File: config.mk
export PLATFORM = sky130hd
export DESIGN_NAME = vigenere_stream_engine
export DESIGN_NICKNAME = d
export VERILOG_FILES = /design/src/rtl/vigenere_stream_engine.sv
export SDC_FILE = /design/constraint.sdc
export NUM_CORES = 1
export LEC_CHECK = 0
export ABC_CLOCK_PERIOD_IN_PS = 6200
export CORE_MARGIN = 2
export CORE_UTILIZATION = 45
export DETAILED_ROUTE_END_ITERATION = 6
export PLACE_DENSITY = 0.62
export SYNTH_ARGS = -nofsm -noshare
export SYNTH_HDL_FRONTEND = slang
export SYNTH_SLANG_ARGS = --single-unit
File: constraint.sdc
create_clock -name clk -period 6.2 [get_ports clk]
set_input_delay 0.93 -clock clk [delete_from_list [all_inputs] [get_ports clk]]
set_output_delay 0.93 -clock clk [all_outputs]
set_load 0.03 [all_outputs]
File: src/rtl/vigenere_stream_engine.sv
// vigenere_stream_engine: key entry followed by a case-preserving Vigenere encrypt/decrypt of an ASCII stream
module vigenere_stream_engine #(
  parameter int MAX_KEY_LEN = 4,
  parameter int IDX_W       = 2
) (
  input  logic             clk,
  input  logic             reset,
  input  logic             enter,
  input  logic             char_valid,
  input  logic [7:0]       char_in,
  input  logic             mode,
  output logic [7:0]       char_out,
  output logic             out_valid,
  output logic [IDX_W:0]   key_len,
  output logic [1:0]       state
);
  typedef enum logic [1:0] {IDLE = 2'd0, KEY = 2'd1, RUN = 2'd2} state_t;
  state_t             state_q;
  logic               enter_q;
  logic [7:0]         key_q [MAX_KEY_LEN];
  logic [IDX_W:0]     key_len_q;
  logic [IDX_W-1:0]   idx_q;
  logic [7:0]         char_out_q;
  logic               out_valid_q;
  logic               enter_rise;
  logic [7:0]         key_lc, key_off, base, off8, char_d;
  logic [4:0]         shift;
  logic [5:0]         sum6, wrap6;
  logic               is_up, is_lo, is_letter, idx_last;
  logic [IDX_W-1:0]   idx_d;
  assign enter_rise = enter & ~enter_q;
  assign char_out   = char_out_q;
  assign out_valid  = out_valid_q;
  assign key_len    = key_len_q;
  assign state      = state_q;
  // Cipher datapath: shift from the current key slot, applied modulo 26 within the char's own case
  always_comb begin
    key_lc    = key_q[idx_q] | 8'h20;
    key_off   = key_lc - 8'd97;
    shift     = (key_lc >= 8'd97 && key_lc <= 8'd122) ? key_off[4:0] : 5'd0;
    is_up     = char_in >= 8'd65 && char_in <= 8'd90;
    is_lo     = char_in >= 8'd97 && char_in <= 8'd122;
    is_letter = is_up | is_lo;
    base      = is_up ? 8'd65 : 8'd97;
    off8      = char_in - base;
    sum6      = mode ? {1'b0, off8[4:0]} + 6'd26 - {1'b0, shift} : {1'b0, off8[4:0]} + {1'b0, shift};
    wrap6     = sum6 >= 6'd26 ? sum6 - 6'd26 : sum6;
    char_d    = is_letter ? base + {2'b00, wrap6} : char_in;
    idx_last  = {1'b0, idx_q} == key_len_q - (IDX_W+1)'(1);
    idx_d     = idx_last ? '0 : idx_q + IDX_W'(1);
  end
  // Control FSM with key storage, key index and registered cipher output
  always_ff @(posedge clk) begin
    if (!reset) begin
      state_q     <= IDLE;
      enter_q     <= 1'b0;
      key_len_q   <= '0;
      idx_q       <= '0;
      char_out_q  <= 8'h20;
      out_valid_q <= 1'b0;
      for (int i = 0; i < MAX_KEY_LEN; i++) key_q[i] <= '0;
    end else begin
      enter_q     <= enter;
      out_valid_q <= 1'b0;
      case (state_q)
        IDLE: if (enter_rise) state_q <= KEY;
        KEY: begin
          if (enter_rise) begin
            if (key_len_q != '0) state_q <= RUN;
          end else if (char_valid) begin
            key_q[key_len_q[IDX_W-1:0]] <= char_in;
            key_len_q <= key_len_q + (IDX_W+1)'(1);
            if (key_len_q == (IDX_W+1)'(MAX_KEY_LEN - 1)) state_q <= RUN;
          end
        end
        RUN: begin
          if (enter_rise) begin
            state_q   <= IDLE;
            key_len_q <= '0;
            idx_q     <= '0;
            for (int i = 0; i < MAX_KEY_LEN; i++) key_q[i] <= '0;
          end else if (char_valid) begin
            char_out_q  <= char_d;
            out_valid_q <= 1'b1;
            if (is_letter) idx_q <= idx_d;
          end
        end
        default: state_q <= IDLE;
      endcase
    end
  end
endmodule

==> results.md, run 1 <==
- Status: finished clean
- Synth async-reset ratio: 0%
- Overall Global Routing Usage: 18.4%
- Final weighted congestion in routability-driven placement: 0.828
- Fin area: 3800 µm²
- Vias in the first global route: 2511
- Global-route wire length before repair: 12200 µm
- Leak pwr: 1.55 nW
- Worst rel slew slack: 29.0%
- Req. time, crit path: 6.39 ns
- Minimum clock period: 5.67 ns
- FF+latch count, synth: 47
- Top_reg_cell synth: edfxtp_1
- Hold Path Stages: 2
- Worst Hold Class: reg -> reg
- Hold wc startpoint: key_len[2]
- Largest net degree at the start of global routing: 21
- Library cells used by synthesis: 64
- Register Area: 1220 µm²
- R2R Setup Slk: 0.53 ns
- Peak Freq: 176 MHz
- Overall Power: 0.806 mW
- CTS tree: done
- Mapped Nets: 414
- H-tree Lvls: 2
- Worst Skew: 0.0113 ns
- Area grow syn2layout: 12.7%
- Synthesized area: 3380 µm²
- Area leader, netlist: edfxtp_1
- Chip Height: 90.6 µm
- Peak supply drop: 0.154 mV
- Die width: 90.6 µm
- Startpoint types: flip-flop
- Final hold viol count: 0
- Area occupied by multi-input gates: 1980 µm²
- Max-cap violations: 0
- CTS max path bufs: 2
- Ports: 27
- Vias per cell: 5.48
- Clock Tree Root: clkbuf_8
- Number of fill cells: 683
- Buffers on Ports: 26
- Area share of the largest cell type after synthesis: 24.9%
- Starting Density: 46.6%
- Worst-margin pin slew: 1.06 ns
- DPL Wire Length: 5660 µm
- CTS Sinks: 47
- Initial antenna violation count: 0
- CTS Buf Count: 5
- Cts hold-fix bufs: 0
- Dominant cells by area after synthesis: edfxtp_1 (25%), dfxtp_1 (11%), ha_1 (10%)
- Antenna Cells: 0
- # DRC: 0
- Post-Syn Instances: 371
- EDFF count, synth: 28
- Post-CTS Setup Repair Bufs: 0
- Cell Area, Placed: 3690 µm²
- PostCTS Resize Cnt: 0
- Sequential share of the synthesized area: 36.2%
- Vias: 2673
- Die area: 8210 µm²
- Worst reg2reg path depth: 21
- Row Count: 31
- Total grt overflow: 0
- Final wirelength: 7400 µm
- Core Box Area: 7250 µm²
- Pre-antenna DRT Iters: 4
- Final worst path period share: 91.5%
- CP Data Arrival Time: 5.87 ns
- Setup violations, final: 0
- Setup TNS: 0 ns
- Final net count: 431
- Crit Path Class: reg -> reg
- WL/cell: 15.2 µm
- Max-slew violation count: 0
- RSZ-0062 raised after global routing: false
- Reg-to-reg endpoint: char_out[6]
- Pwr Density: 212 nW/µm²
- Iteration-0 DRC Markers: 138
- Synthesized area per cell: 9.10 µm²
- Share of layout cells above drive strength 1: 8.23%
- Crit. End Element: flip-flop
- Clock transition at path regs: 0.10 ns
- Clock Latency Late Sink: 0.30 ns
- CP Max Fanout: 8
- Yosys warns: 0
- Routed Antenna Nets: 0
- Worst Hold End: key_len[2]
-- power breakdown --
| group | internal [mW] | switching (mW) | total, mW |
|---|---|---|---|
| clock network | 0.122 | 0.109 | 0.230 |
| registers | 0.339 | 0.00434 | 0.343 |
| logic | 0.0943 | 0.139 | 0.233 |
-- Yosys cell counts (all sizes together), types with 3 or more instances --
library cell and count:
dfxtp 19, o31ai 3, nor2b 6, or3 4, nor3b 5, and3 21, nand2b 9, ha 28
xor2 9, and2 3, nand3 9, a211oi 5, nor3 7, a211o 3, xnor2 7, nor4 3
inv 25, clkbuf 11, nor2 41, o21ai 13, a21o 4, edfxtp 28, nand2 39, buf 6
a21oi 24, mux2i 3, mux4 5
-- layout make-up --
class                   instances  share of cell area, %
well taps                      99                   3.26
clock buffers                   5                   1.81
flip-flops and latches         47                   32.1
repair buffers                 27                   7.04
clock inverters                 3                   1.22
inverters                      25                   2.47
multi-input cells             282                   52.1
-- per-layer routing --
metal,GRT usage (%),part of all wire [%]
met2,28.4,45
met1,26.6,49
met3,3.26,4.5
met5,0,0
met4,4.62,0.92
-- worst max-delay path by stage --
| stage | from | endpoint |
|---|---|---|
| finish | flip-flop | char_out[6] |
| global route | flip-flop | char_out[6] |
| CTS | flip-flop | char_out[6] |
| detailed placement | flip-flop | char_out[6] |
| global placement | flip-flop | char_out[6] |
| floorplan | flip-flop | char_out[6] |
-- cell usage in the layout (no fill, tap or decap), types with 3 or more instances in the layout --
master	count
a211o_1	3
a211oi_1	3
a21oi_1	23
and2_1	3
and3_1	21
clkbuf_8	5
clkdlybuf4s50_1	26
dfxtp_1	19
edfxtp_1	28
ha_1	28
inv_1	25
mux2i_1	3
mux4_2	5
nand2_1	38
nand2b_1	8
nand3_1	8
nor2_1	40
nor2b_1	6
nor3_1	7
nor3b_1	4
nor4_1	3
o21ai_0	13
o31ai_1	3
or3_1	3
xnor2_1	6
xor2_1	9
-- logic make-up (layout without fill, tap and decap cells) --
family | Yosys count | after routing | share of synthesized area, %
AND/OR/NAND/NOR | 153 | 153 | 22.9
AO/OA/AOI/OAI | 72 | 72 | 14.6
flip-flops | 47 | 47 | 36.2
buffers and inverters | 42 | 60 | 5.11
adder cells (fa/ha/maj) | 31 | 31 | 11.9
XOR/XNOR | 16 | 16 | 4.37
multiplexers | 10 | 10 | 4.89
-- per-stage QoR --
stage / std cells / util (%) / setup WS, ns / hold WS, ns
4_1_cts: 488 / 52.5 / 0.514 / 0.503
6_report: 488 / 52.5 / 0.526 / 0.503
2_1_floorplan: 371 / - / 1.14 / 0.483
3_5_place_dp: 480 / 50.9 / 0.553 / 0.479
5_1_grt: 488 / 52.5 / 0.0877 / 0.543
3_3_place_gp: 480 / 50.9 / 0.771 / 0.481
-- registers in the layout, summed over array words and instances (netlist names), named ones only --
name,cells
key_len,3
char_out,8
out_valid,1
enter_q,1
state,2
idx_q,2
key_q,28
-- worst max-delay path: stages, from the launching register on --
cell,delay (ns)
dfxtp_1,0.56
mux4_2,0.61
inv_1,0.11
ha_1,0.18
nor3b_1,0.33
o2bb2ai_1,0.16
a211o_1,0.20
nor2_1,0.10
ha_1,0.31
ha_1,0.23
fa_1,0.46
maj3_2,0.36
a21oi_2,0.15
mux2i_1,0.42
nor2_2,0.17
o31ai_1,0.26
ha_1,0.24
nand2_1,0.06
nor4_1,0.20
a41o_1,0.18
a31oi_1,0.09
o21a_1,0.17
Note: power is estimated with default switching activity, not from simulation.
==> run 2: changes to the inputs <==
--- a/config.mk
+++ b/config.mk
@@ -6,7 +6,7 @@
 export NUM_CORES = 1
 export LEC_CHECK = 0
 export ABC_CLOCK_PERIOD_IN_PS = 6200
-export CORE_MARGIN = 2
+export CORE_MARGIN = 10
 export CORE_UTILIZATION = 45
 export DETAILED_ROUTE_END_ITERATION = 6
 export PLACE_DENSITY = 0.62
==> run 2 against run 1 <==
Combinational power hardly changed; design area is 0.66% higher; non-clock buffer count stayed put; setup slack better by 0.032 ns; via count is 1.6% lower; die area is 38% higher; global-route usage is 4.6 points lower; hold slack worse by 0.0025 ns; largest cell class unchanged; largest power group unchanged.
==> results.md, run 2 (synthesized netlist as in run 1, its figures left out) <==
- CTS Buf Count: 5 (unchanged)
- Clock Latency Late Sink: 0.30 ns (about the same)
- Worst Skew: 0.00791 ns (-0.00334 ns)
- Worst reg2reg path depth: 21 (unchanged)
- Vias per cell: 5.39 (-1.6%)
- Worst-margin pin slew: 1.13 ns (+0.0717 ns)
- Final net count: 431 (unchanged)
- Commonest non-fill, non-tap cell in the layout: nor2_1
- Starting Density: 46.3% (-0.25 points)
- Area grow syn2layout: 13.4%
- Most frequent cells in the layout: nor2_1 (40), nand2_1 (38), ha_1 (28), edfxtp_1 (28), clkdlybuf4s50_1 (26)
- Die area: 11400 µm² (+38%)
- Final hold viol count: 0 (unchanged)
- Post-CTS Setup Repair Bufs: 0 (unchanged)
- Status: finished clean
- Most flops, register: key_q
- H-tree Lvls: 2 (unchanged)
- Global-route wire length before repair: 12900 µm (+5.7%)
- Worst rel slew slack: 24.2% (-4.8 points)
- Worst Hold Class: reg -> reg
- Initial antenna violation count: 0 (unchanged)
- Final worst path period share: 91.0% (-0.51 points)
- Final Util: 52.5% (+0.064 points)
- Largest net degree at the start of global routing: 21 (unchanged)
- Clock Tree Root: clkbuf_8
- Total grt overflow: 0 (unchanged)
- Cts hold-fix bufs: 0 (unchanged)
- Chip Height: 107 µm (+18%)
- CTS tree: done
- Overall Global Routing Usage: 13.8% (-4.6 points)
- Startpoint types: flip-flop
- Minimum clock period: 5.64 ns (-0.0319 ns)
- CTS max path bufs: 2 (unchanged)
- Buffers on Ports: 26 (unchanged)
- Share of layout cells above drive strength 1: 8.23% (unchanged)
- Pre-antenna DRT Iters: 4 (unchanged)
- Max-cap violations: 0 (unchanged)
- # DRC: 0 (unchanged)
- Vias: 2630 (-1.6%)
- RSZ-0062 raised after global routing: false
- Clock transition at path regs: 0.10 ns (about the same)
- Largest register FFs: 28 (unchanged)
- Setup violations, final: 0 (unchanged)
- Vias in the first global route: 2521 (+0.40%)
- Final wirelength: 7770 µm (+5.0%)
- Overall Power: 0.853 mW (+5.7%)
- PostCTS Resize Cnt: 0 (unchanged)
- Die width: 107 µm (+18%)
- DPL Wire Length: 6010 µm (+6.3%)
- CP Max Fanout: 8 (unchanged)
- WL/cell: 15.9 µm (+5.0%)
- CTS Sinks: 47 (unchanged)
- Req. time, crit path: 6.41 ns (+0.02 ns)
- Pwr Density: 223 nW/µm² (+5.0%)
- Peak Freq: 177 MHz (+0.57%)
- Hold Path Stages: 2 (unchanged)
- Antenna Cells: 0 (unchanged)
- Setup TNS: 0 ns (unchanged)
- Row Count: 31 (unchanged)
- Max-slew violation count: 0 (unchanged)
- Final weighted congestion in routability-driven placement: 0.843 (+1.8%)
- Crit Path Class: reg -> reg
- Iteration-0 DRC Markers: 166 (+20%)
- CP Data Arrival Time: 5.85 ns (-0.02 ns)
- Core Box Area: 7290 µm² (+0.53%)
- Peak supply drop: 0.159 mV (+3.5%)
- Crit. End Element: flip-flop
- Routed Antenna Nets: 0 (unchanged)
- Leak pwr: 1.57 nW (+1.0%)
- Ports: 27 (unchanged)
-- run 2: layout make-up --
class,instances,area [µm²]
inverter,25,93.8
timing repair buffer,27,268
sequential,47,1220
tap,99,124
multi-input combinational,282,1980
clock inverter,3,71.3
clock buffer,5,68.8
fill,696,3460
-- run 2: where the power goes --
| group | internal (mW) | total (mW) | leakage [nW] | switching [mW] |
|---|---|---|---|---|
| Clock | 0.164 | 0.276 | 0.0703 | 0.112 |
| Sequential | 0.339 | 0.343 | 0.443 | 0.00444 |
| Combinational | 0.0939 | 0.234 | 1.06 | 0.140 |
-- run 2: per-layer routing --
layer	GRT usage (%)	share of wire, %	vias to the layer above
li1	-	-	1352
met1	19.2	50	1233
met2	20.9	45	37
met3	3.41	4.2	8
met4	3.29	0.87	0
met5	0	0	-
-- run 2: metrics by stage --
step | hold WS (ns) | setup slack, ns | cells | cell area (µm²)
6_report | 0.500 | 0.558 | 488 | 3830
5_1_grt | 0.538 | 0.0786 | 488 | 3830
4_1_cts | 0.508 | 0.526 | 488 | 3830
3_5_place_dp | 0.490 | 0.570 | 480 | 3690
3_3_place_gp | 0.485 | 0.750 | 480 | 3690
2_1_floorplan | 0.483 | 1.14 | 371 | 3380
-- run 2: worst paths after layout --
check / from / end / slack (ns)
worst max-delay path: flip-flop / char_out[6] / 0.56
worst min-delay path: key_len[2] / key_len[2] / 0.50
worst max register to register: flip-flop / char_out[6] / 0.56
worst min register to register: key_len[2] / key_len[2] / 0.50
-- run 2: worst max-delay path: stages, from the launching register on --
cell       delay (ns)
dfxtp_1          0.57
mux4_2           0.62
inv_1            0.11
ha_1             0.18
nor3b_1          0.31
o2bb2ai_1        0.16
a211o_1          0.18
nor2_1           0.09
ha_1             0.31
ha_1             0.24
fa_1             0.46
maj3_2           0.35
a21oi_2          0.15
mux2i_1          0.42
nor2_2           0.16
o31ai_1          0.27
ha_1             0.24
nand2_1          0.07
nor4_1           0.18
a41o_1           0.19
a31oi_1          0.10
o21a_1           0.17
